[src/rtl/rotation_pkg.sv]
// rtl/rotation_pkg.sv - shared types, constants and Q15 trig table for the angle sequencer
package rotation_pkg;

  localparam int          ANGLE_STEPS = 32;
  localparam int          ANGLE_W     = $clog2(ANGLE_STEPS);
  localparam int          FRAC_BITS   = 15;
  localparam logic [31:0] Q_ONE       = 32'h0000_8000;

  typedef logic signed [31:0] q15_t;

  typedef enum logic [1:0] {WAIT, FETCH, LOAD} seq_state_t;

  // First quadrant of round(2^15 * sin(2*pi*i/32)), i = 0..8
  function automatic q15_t quarter_sin(input logic [3:0] i);
    case (i)
      4'd0:    return q15_t'(32'h0000_0000);
      4'd1:    return q15_t'(32'h0000_18F9);
      4'd2:    return q15_t'(32'h0000_30FC);
      4'd3:    return q15_t'(32'h0000_471D);
      4'd4:    return q15_t'(32'h0000_5A82);
      4'd5:    return q15_t'(32'h0000_6A6E);
      4'd6:    return q15_t'(32'h0000_7642);
      4'd7:    return q15_t'(32'h0000_7D8A);
      4'd8:    return q15_t'(Q_ONE);
      default: return q15_t'(32'h0000_0000);
    endcase
  endfunction

  // Fold the index into the first quadrant, then restore the sign from the half-turn bit
  function automatic q15_t rom_sin(input logic [ANGLE_W-1:0] k);
    logic [3:0] j;
    j = k[3:0];
    if (j > 4'd8) j = 4'd0 - j;
    return k[4] ? -quarter_sin(j) : quarter_sin(j);
  endfunction

  function automatic q15_t rom_cos(input logic [ANGLE_W-1:0] k);
    return rom_sin(k + 5'd8);
  endfunction

endpackage

[src/rtl/rotation_angle_sequencer_trig_rom.sv]
// rtl/rotation_angle_sequencer_trig_rom.sv - synchronous one-cycle Q15 sine/cosine ROM
module trig_rom
  import rotation_pkg::*;
(
  input  logic               CLOCK_50,
  input  logic [ANGLE_W-1:0] addr,
  output q15_t               sin_q,
  output q15_t               cos_q
);

  always_ff @(posedge CLOCK_50) begin
    sin_q <= rom_sin(addr);
    cos_q <= rom_cos(addr);
  end

endmodule

[src/rtl/rotation_angle_sequencer.sv]
// rtl/rotation_angle_sequencer.sv - steps the rotation angle on frame edges and latches tear-free trig values
module rotation_angle_sequencer
  import rotation_pkg::q15_t, rotation_pkg::seq_state_t, rotation_pkg::WAIT,
         rotation_pkg::FETCH, rotation_pkg::LOAD;
#(
  parameter int ANGLE_STEPS     = 32,
  parameter int FRAMES_PER_STEP = 4,
  parameter int FRAC_BITS       = 15
) (
  input  logic                           CLOCK_50,
  input  logic                           Reset_h,
  input  logic                           vs,
  input  logic                           run,
  input  logic                           dir,
  input  logic                           step_req,
  output logic [$clog2(ANGLE_STEPS)-1:0] ANGLE_ADDRESS,
  output q15_t                           sin_out,
  output q15_t                           cos_out,
  output q15_t                           neg_sin_out,
  output logic                           trig_valid
);

  localparam int   AW        = $clog2(ANGLE_STEPS);
  localparam int   CW        = (FRAMES_PER_STEP > 1) ? $clog2(FRAMES_PER_STEP) : 1;
  localparam q15_t RESET_COS = q15_t'(32'sd1 << FRAC_BITS);

  seq_state_t    state_q, state_d;
  logic [AW-1:0] addr_d;
  logic [CW-1:0] cnt_q, cnt_d;
  logic          pend_q, pend_d;
  logic          vs_q;
  logic          frame_edge;
  logic          do_step;
  q15_t          rom_sin_q, rom_cos_q;

  assign frame_edge = vs_q & ~vs;

  trig_rom u_trig_rom (
    .CLOCK_50 (CLOCK_50),
    .addr     (ANGLE_ADDRESS),
    .sin_q    (rom_sin_q),
    .cos_q    (rom_cos_q)
  );

  always_ff @(posedge CLOCK_50 or posedge Reset_h) begin
    if (Reset_h) state_q <= WAIT;
    else         state_q <= state_d;
  end

  always_comb begin
    state_d = state_q;
    addr_d  = ANGLE_ADDRESS;
    cnt_d   = cnt_q;
    pend_d  = pend_q;
    do_step = 1'b0;
    // A request while paused is remembered until the next frame edge consumes it
    if (run)           pend_d = 1'b0;
    else if (step_req) pend_d = 1'b1;
    case (state_q)
      WAIT: begin
        if (frame_edge) begin
          if (run) begin
            if (cnt_q == CW'(FRAMES_PER_STEP - 1)) begin
              cnt_d   = '0;
              do_step = 1'b1;
            end else begin
              cnt_d = cnt_q + 1'b1;
            end
          end else begin
            do_step = pend_q | step_req;
            pend_d  = 1'b0;
          end
          if (do_step) begin
            addr_d  = dir ? ANGLE_ADDRESS - 1'b1 : ANGLE_ADDRESS + 1'b1;
            state_d = FETCH;
          end
        end
      end
      FETCH:   state_d = LOAD;
      LOAD:    state_d = WAIT;
      default: state_d = WAIT;
    endcase
  end

  // Reset values equal ROM entry 0, so the outputs are coherent without a fetch
  always_ff @(posedge CLOCK_50 or posedge Reset_h) begin
    if (Reset_h) begin
      ANGLE_ADDRESS <= '0;
      cnt_q         <= '0;
      pend_q        <= 1'b0;
      vs_q          <= 1'b1;
      sin_out       <= '0;
      cos_out       <= RESET_COS;
      neg_sin_out   <= '0;
      trig_valid    <= 1'b0;
    end else begin
      ANGLE_ADDRESS <= addr_d;
      cnt_q         <= cnt_d;
      pend_q        <= pend_d;
      vs_q          <= vs;
      trig_valid    <= (state_q == LOAD);
      if (state_q == LOAD) begin
        sin_out     <= rom_sin_q;
        cos_out     <= rom_cos_q;
        neg_sin_out <= q15_t'(0) - rom_sin_q;
      end
    end
  end

endmodule
[config.mk]
export PLATFORM = sky130hd
export DESIGN_NAME = rotation_angle_sequencer
export DESIGN_NICKNAME = d
export VERILOG_FILES = /design/src/rtl/rotation_pkg.sv /design/src/rtl/rotation_angle_sequencer_trig_rom.sv /design/src/rtl/rotation_angle_sequencer.sv
export SDC_FILE = /design/constraint.sdc
export NUM_CORES = 1
export LEC_CHECK = 0
export ABC_AREA = 0
export CORE_MARGIN = 1.5
export CORE_UTILIZATION = 60
export DETAILED_ROUTE_END_ITERATION = 8
export PLACE_DENSITY = 0.87
export SYNTH_ARGS = -nofsm -noshare
export SYNTH_HDL_FRONTEND = slang
export SYNTH_SLANG_ARGS = --single-unit
[constraint.sdc]
create_clock -name CLOCK_50 -period 11 [get_ports CLOCK_50]
set_input_delay 1.1 -clock CLOCK_50 [delete_from_list [all_inputs] [get_ports CLOCK_50]]
set_output_delay 1.1 -clock CLOCK_50 [all_outputs]
set_load 0.01 [all_outputs]
==> results of run 1 <==
==> layer usage <==
layer	part of all wire, %	GRT usage, %
met1	44	37.6
met2	49	46.1
met3	5.4	5.60
met4	2.1	11.1
met5	0	0
==> per-stage QoR <==
stage	util (%)	cells	cell area, um^2
after detailed placement	71.5	1076	8730
after floorplan	-	845	7610
after global placement	71.5	1076	8730
final	76.3	1108	9320
after global routing	76.3	1108	9320
after CTS	76.3	1108	9320
==> cell usage after synthesis, types with 3 or more instances <==
cell type  number  area [um^2]
buf_2           6         30.0
or3b_2          3         26.3
nand3_1         9         45.0
nand2b_1        6         37.5
o211ai_1        6         45.0
mux2_2          5         56.3
nor2b_1         4         25.0
o21ai_0        47          235
buf_1           3         11.3
buf_4           6         45.0
nor3_1         22          110
ha_1           24          300
o21ai_1         5         25.0
clkbuf_1       34          128
xnor2_1        25          219
a211oi_1        3         22.5
dfrtp_1       103         2580
dfxtp_1        62         1240
o21a_1          3         22.5
a21oi_1        37          185
nand2_1       258          968
o31ai_1         3         22.5
a31oi_1        20          125
or2_2           6         37.5
inv_1          17         63.8
a21o_1          5         37.5
xor2_1         22          193
nor2_1         38          143
mux2i_1         6         60.1
nor4_1          5         31.3
==> path summary, 6_finish.rpt <==
path / endpoint / slack [ns] / depth (start not counted)
max in group asynchronous: ANGLE_ADDRESS[0] / 8.71 / 3
worst min-delay path: cos_out[15] / 0.41 / 2
worst max-delay path: u_trig_rom.sin_q[20] / 6.34 / 12
worst min register to register: cos_out[15] / 0.41 / 2
min in group asynchronous: cos_out[27] / 0.96 / 2
worst max register to register: u_trig_rom.sin_q[20] / 6.34 / 12
==> layout make-up <==
type | count | area share (%)
repair buffers | 112 | 11.9
well taps | 168 | 2.26
flip-flops and latches | 167 | 41.6
inverters | 19 | 0.792
clock buffers | 22 | 4.98
clock inverters | 10 | 1.30
multi-input cells | 610 | 37.2
==> where the power goes <==
part	switching, W	internal (W)	leakage [nW]
Sequential	0.000267	0.000934	1.83
Clock	0.000239	0.000348	0.285
Combinational	0.000972	0.000827	2.18
Total	0.00148	0.00211	4.29
==> state kept, by name, indices dropped and copies added (netlist names) <==
register          cells
sin_out              31
trig_valid            1
pend_q                1
ANGLE_ADDRESS         5
u_trig_rom.sin_q     31
u_trig_rom.cos_q     31
neg_sin_out          31
vs_q                  1
state_q               2
cos_out              31
cnt_q                 2
==> kinds of logic after synthesis <==
family                   Yosys count  share of synthesized area, %
AND/OR/NAND/NOR                  380                          22.5
XOR/XNOR                          47                          5.41
adder cells (fa/ha/maj)           25                          4.21
multiplexers                      11                          1.53
buffers and inverters             68                          3.75
AO/OA/AOI/OAI                    147                          11.7
flip-flops                       167                          50.9
==> worst max-delay path: stages, from the launching register on <==
cell	delay, ns
dfrtp_1	0.92
inv_1	0.44
ha_1	0.47
inv_1	0.17
o21ai_0	0.11
mux2i_1	0.48
inv_1	0.16
ha_1	0.51
nor3b_1	0.27
a21oi_1	0.13
or2_2	0.39
nor2_4	0.30
a31oi_1	0.14
==> summary.md, run 1 <==
| Metric | Value |
|---|---|
| Die footprint | 13400 um^2 |
| Reg clk slew, reported paths | approximately 0.060 ns |
| Power per Cell Area | between 300 and 400 nW/um^2 |
| Post-DRT Antenna Nets | 0 |
| Post-route setup TNS | 0 ns |
| Worst Path Arrival | approximately 4.9 ns |
| Worst slew margin relative to its limit | about 30% |
| TritonCTS buffer count | 17 |
| Die W | approximately 120 um |
| DP Worst Slack | approximately 6.5 ns |
| P&R area growth vs syn | 22.4% |
| Pwr Total | between 0.003 and 0.004 W |
| CP startpoint | ANGLE_ADDRESS[0] |
| Sequential cell area | 3870 um^2 |
| Hold_buf cts | 0 |
| Final hold vios | 0 |
| Crit. End Element | flop |
| Routed vias | approximately 6300 |
| Hold Slack | approximately 0.4 ns |
| Seq/Total Area, Yosys | slightly above 50% |
| First-pass GRT wire length | approximately 29 mm |
| Setup bufs post-CTS | 0 |
| Leakage Power | approximately 4.3 nW |
| Commonest non-fill, non-tap cells in the layout | 258 x nand2_1, 107 x clkdlybuf4s50_1, 103 x dfrtp_1, 62 x dfxtp_1, 47 x o21ai_0 |
| Max clock buf depth | 2 |
| Top_reg_cell synth | dfrtp_1 |
| Initial Util | ~62% |
| Post-Syn Area | between 7000 and 8000 um^2 |
| Clk sinks | 167 |
| Post-synth cell types | 72 |
| Initial antenna violation count | 0 |
| Unrepaired setup endpoints after global routing | no |
| Vias in the first global route | about 5900 |
| Synth warnings | 0 |
| Layout cells sized above 1 | ~7.8% |
| Commonest non-fill, non-tap cell in the layout | nand2_1 |
| R2R Path Start | ANGLE_ADDRESS[0] |
| Fillers | between 800 and 900 |
| DR iter-0 viols | 593 |
| Fin crit period | 4.66 ns |
| Final worst slack | between 6 and 7 ns |
| Drt total wl | between 15 and 20 mm |
| Dpl hpwl | 11.7 mm |
| Final period utilization | 42.4% |
| Max-Cap Viols | 0 |
| Routability congestion estimate | about 0.88 |
| Avg Vias per Cell | ~5.7 |
| Multi-input logic area | about 3500 um^2 |
| Overflow after GRT | 0 |
| Maximum vdd drop | roughly 0.26 mV |
| CP max FO | 30 |
| Least-Margin Pin Slew | around 1.1 ns |
| Clock H-tree levels | 4 |
| Hold_sp | u_trig_rom.cos_q[15] |
| Type of the worst min-delay path | flop to flop |
| Ant. Diodes | 0 |
| CTS resizes | 0 |
| Final setup fails | 0 |
| Mapped Cells | ~850 |
| Clock Skew | about 0.012 ns |
| Kind of critical path | flop to flop |
| Buffers on Ports | 107 |
| #FFs+latches synth | roughly 170 |
| Die height | 116 um |
| Largest net degree at the start of global routing | 86 |
| Syn nets | around 900 |
| Fraction of registers with async set or reset after synthesis | ~63% |
| Latest clock arrival within the worst-skew pair | 0.43 ns |
| Initial DRT Pass Iterations | 5 |
| Fmax | approximately 210 MHz |
| Clock Tree Root | clkbuf_16 |
| Number of synthesized flops with an enable pin | 0 |
| Critical path launch point type | flop |
| Total GRT Usage | between 20% and 30% |
| Pins over their slew limit | 0 |
| Drt wl/cell | 16.2 um |
| Status | finished, final reports clean |
| Synth Area per Inst | between 9 and 10 um^2 |
| Final net count | around 960 |
| CORE AREA | ~12000 um^2 |
| Worst Path Required | between 10 and 15 ns |
| Core Rows | 40 |
| IO Count | about 110 |
| Drc violations | 0 |
| CTS tree | done |
Note: power is estimated with default switching activity, not from simulation.
==> run 2, diff against run 1 <==
CORE_UTILIZATION = 56   (was 60)
PLACE_DENSITY = 0.82   (was 0.87)
clock period = 4.35 ns   (was 11 ns; I/O delays follow)
==> summary.md, run 2 (synthesis gave the netlist of run 1 again) <==
| Metric | Value |
|---|---|
| Least-Margin Pin Slew | 1.13 ns (+0.0724 ns) |
| Worst reg-to-reg setup slack | 0.69 ns (-5.65 ns) |
| First-pass GRT wire length | 29.1 mm (-0.82%) |
| Sw power | 0.00368 W (+150%) |
| Overflow after GRT | 0 (unchanged) |
| Clock Skew | 0.00584 ns (-0.00617 ns) |
| Power per Cell Area | 965 nW/um^2 (+150%) |
| Combinational share of power | 51.0% (+0.8 points) |
| Drc violations | 0 (unchanged) |
| Sw Share | 40.7% (-0.50 points) |
| CP startpoint | ANGLE_ADDRESS[1] |
| Kind of critical path | flop to flop |
| Crit. End Element | flop |
| Clk sinks | 167 (unchanged) |
| Post-DRT Antenna Nets | 0 (unchanged) |
| Worst path slowest cell | dfrtp_1 |
| Unrepaired setup endpoints after global routing | no |
| Met3 Usage GRT | 4.56% (-1.0 points) |
| Pins over their slew limit | 0 (unchanged) |
| Type of the worst min-delay path | primary input to asynchronous set/reset pin |
| Layout cells sized above 1 | 8.43% (+0.66 points) |
| Max clock buf depth | 2 (unchanged) |
| Leakage Power | 4.33 nW (+0.94%) |
| Fin crit period | 3.66 ns (-1.00 ns) |
| Critical path launch point type | flop |
| Met1 usage | 35.6% (-1.9 points) |
| Clock H-tree levels | 4 (unchanged) |
| DR iter-0 viols | 531 (-10%) |
| Hold Slack | 0.281 ns (-0.128 ns) |
| TritonCTS buffer count | 17 (unchanged) |
| R2R Path Start | ANGLE_ADDRESS[1] |
| Routability congestion estimate | 0.867 (-1.2%) |
| CP max FO | 14 (-53%) |
| Maximum vdd drop | 0.933 mV (+250%) |
| CTS tree | done |
| Final period utilization | 84.1% (+42 points) |
| Critical Path Sink | u_trig_rom.sin_q[30] |
| Dpl hpwl | 11.9 mm (+1.2%) |
| Drt wl/cell | 15.4 um (-4.8%) |
| Initial Util | 57.5% (-4.9 points) |
| Hold_buf cts | 0 (unchanged) |
| Most used cell, CP | inv_1 |
| CP peak stage delay | 0.50 ns (-0.42 ns) |
| Drt total wl | 17.3 mm (-3.4%) |
| Routed vias | 6193 (-1.2%) |
| Avg Vias per Cell | 5.50 (-2.7%) |
| Worst Path Required | 4.62 ns (-6.65 ns) |
| Final net count | 967 (+0.94%) |
| Commonest non-fill, non-tap cells in the layout | 258 x nand2_1, 107 x clkdlybuf4s50_1, 103 x dfrtp_1, 62 x dfxtp_1, 47 x o21ai_0 |
| Die footprint | 14300 um^2 (+6.9%) |
| P&R area growth vs syn | 23.2% |
| Die height | 120 um (+3.4%) |
| Die W | 120 um (+3.4%) |
| Met2 Use GR | 40.9% (-5.2 points) |
| Final setup fails | 0 (unchanged) |
| Reg clk slew, reported paths | 0.06 ns (about the same) |
| CTS resizes | 0 (unchanged) |
| Max-Cap Viols | 0 (unchanged) |
| Worst slew margin relative to its limit | 24.9% (-4.8 points) |
| Fmax | 273 MHz (+27%) |
| Global routing's busiest layer | met2 |
| Worst Path Arrival | 3.93 ns (-1.00 ns) |
| CORE AREA | 13200 um^2 (+8.4%) |
| Delay-heaviest family, CP | simple AND/OR/NAND/NOR gates |
| IO Count | 108 (unchanged) |
| Initial antenna violation count | 0 (unchanged) |
| Sequential Power Share | 33.3% (-0.2 points) |
| Worst R2R Path Depth | 13 (+1) |
| Fillers | 1026 (+19%) |
| Sequential cell area | 3870 um^2 (unchanged) |
| Multi-input logic area | 3470 um^2 (unchanged) |
| Initial DRT Pass Iterations | 6 (+1) |
| Commonest non-fill, non-tap cell in the layout | nand2_1 |
| Critical path depth | 13 (+1) |
| Largest net degree at the start of global routing | 123 (+43%) |
| Vias in the first global route | 5798 (-2.4%) |
| Latest clock arrival within the worst-skew pair | 0.42 ns (about the same) |
| Clock Tree Root | clkbuf_16 |
| Total GRT Usage | 25.7% (-2.6 points) |
| Ant. Diodes | 0 (unchanged) |
| Status | finished, final reports clean |
| Post-route setup TNS | 0 ns (unchanged) |
| Placed Area | 8810 um^2 (+0.89%) |
| Setup bufs post-CTS | 0 (unchanged) |
| R2r endpoint | u_trig_rom.sin_q[30] |
| Finished Cell Area | 9370 um^2 (+0.62%) |
| Int Pwr | 0.00536 W (+150%) |
| Buffers on Ports | 107 (unchanged) |
| Final hold vios | 0 (unchanged) |
| Clock group share of total power | 15.7% (-0.7 points) |
| Worst-path cell chain | inv_1, ha_1, inv_1, o21ai_0, mux2i_1, buf_4, inv_1, ha_1, nor3b_1, a21oi_1, or2_2, nor2_4, a31oi_1 |
| Crit path buf inv count | 4 (+1) |
| Core Rows | 42 (+5.0%) |
-- run 2: cell count changes in the layout (fill, tap and decap cells not counted), sizes merged --
| cell | change |
|---|---|
| clkinv | -1 |
| clkinvlp | -1 |
| buf | +9 |
| bufinv | -1 |
| clkbuf | +3 |
-- run 2: cell type report --
type,instances,share of cell area (%)
inverter,19,0.788
timing repair buffer,121,12.5
clock inverter,7,0.734
clock buffer,25,5.30
multi-input combinational,610,37.0
tap,176,2.35
sequential,167,41.3
-- run 2: power by group through the flow --
stage	Clock (W)	Combinational (W)	Sequential, W
finish	0.00142	0.00461	0.00301
global route	0.00152	0.00512	0.00310
CTS	0.00144	0.00460	0.00300
detailed placement	0	0.00455	0.00302
global placement	0	0.00445	0.00300
floorplan	0	0.00279	0.00302
-- run 2: metal layers --
metal	share of wire, %	routed length, um
met1	45	7780
met2	48	8370
met3	4.7	818
met4	1.8	319
met5	0	0
-- run 2: through the flow --
step | worst slack (ns) | cells | power (W) | util, %
floorplan | 0.538 | 845 | 0.00581 | -
global placement | 0.869 | 1093 | 0.00745 | 66.5
detailed placement | 0.750 | 1093 | 0.00757 | 66.5
CTS | 0.726 | 1125 | 0.00905 | 70.8
global route | 0.376 | 1125 | 0.00974 | 70.8
finish | 0.690 | 1125 | 0.00905 | 70.8
-- run 2: how the worst min path moves through the flow --
stage / from / end / cells after the start
floorplan: u_trig_rom.cos_q[15] / cos_out[15] / 2
global placement: u_trig_rom.cos_q[15] / cos_out[15] / 2
detailed placement: u_trig_rom.cos_q[15] / cos_out[15] / 2
CTS: Reset_h / cos_out[24] / 2
global route: Reset_h / cos_out[29] / 2
finish: Reset_h / cos_out[24] / 2
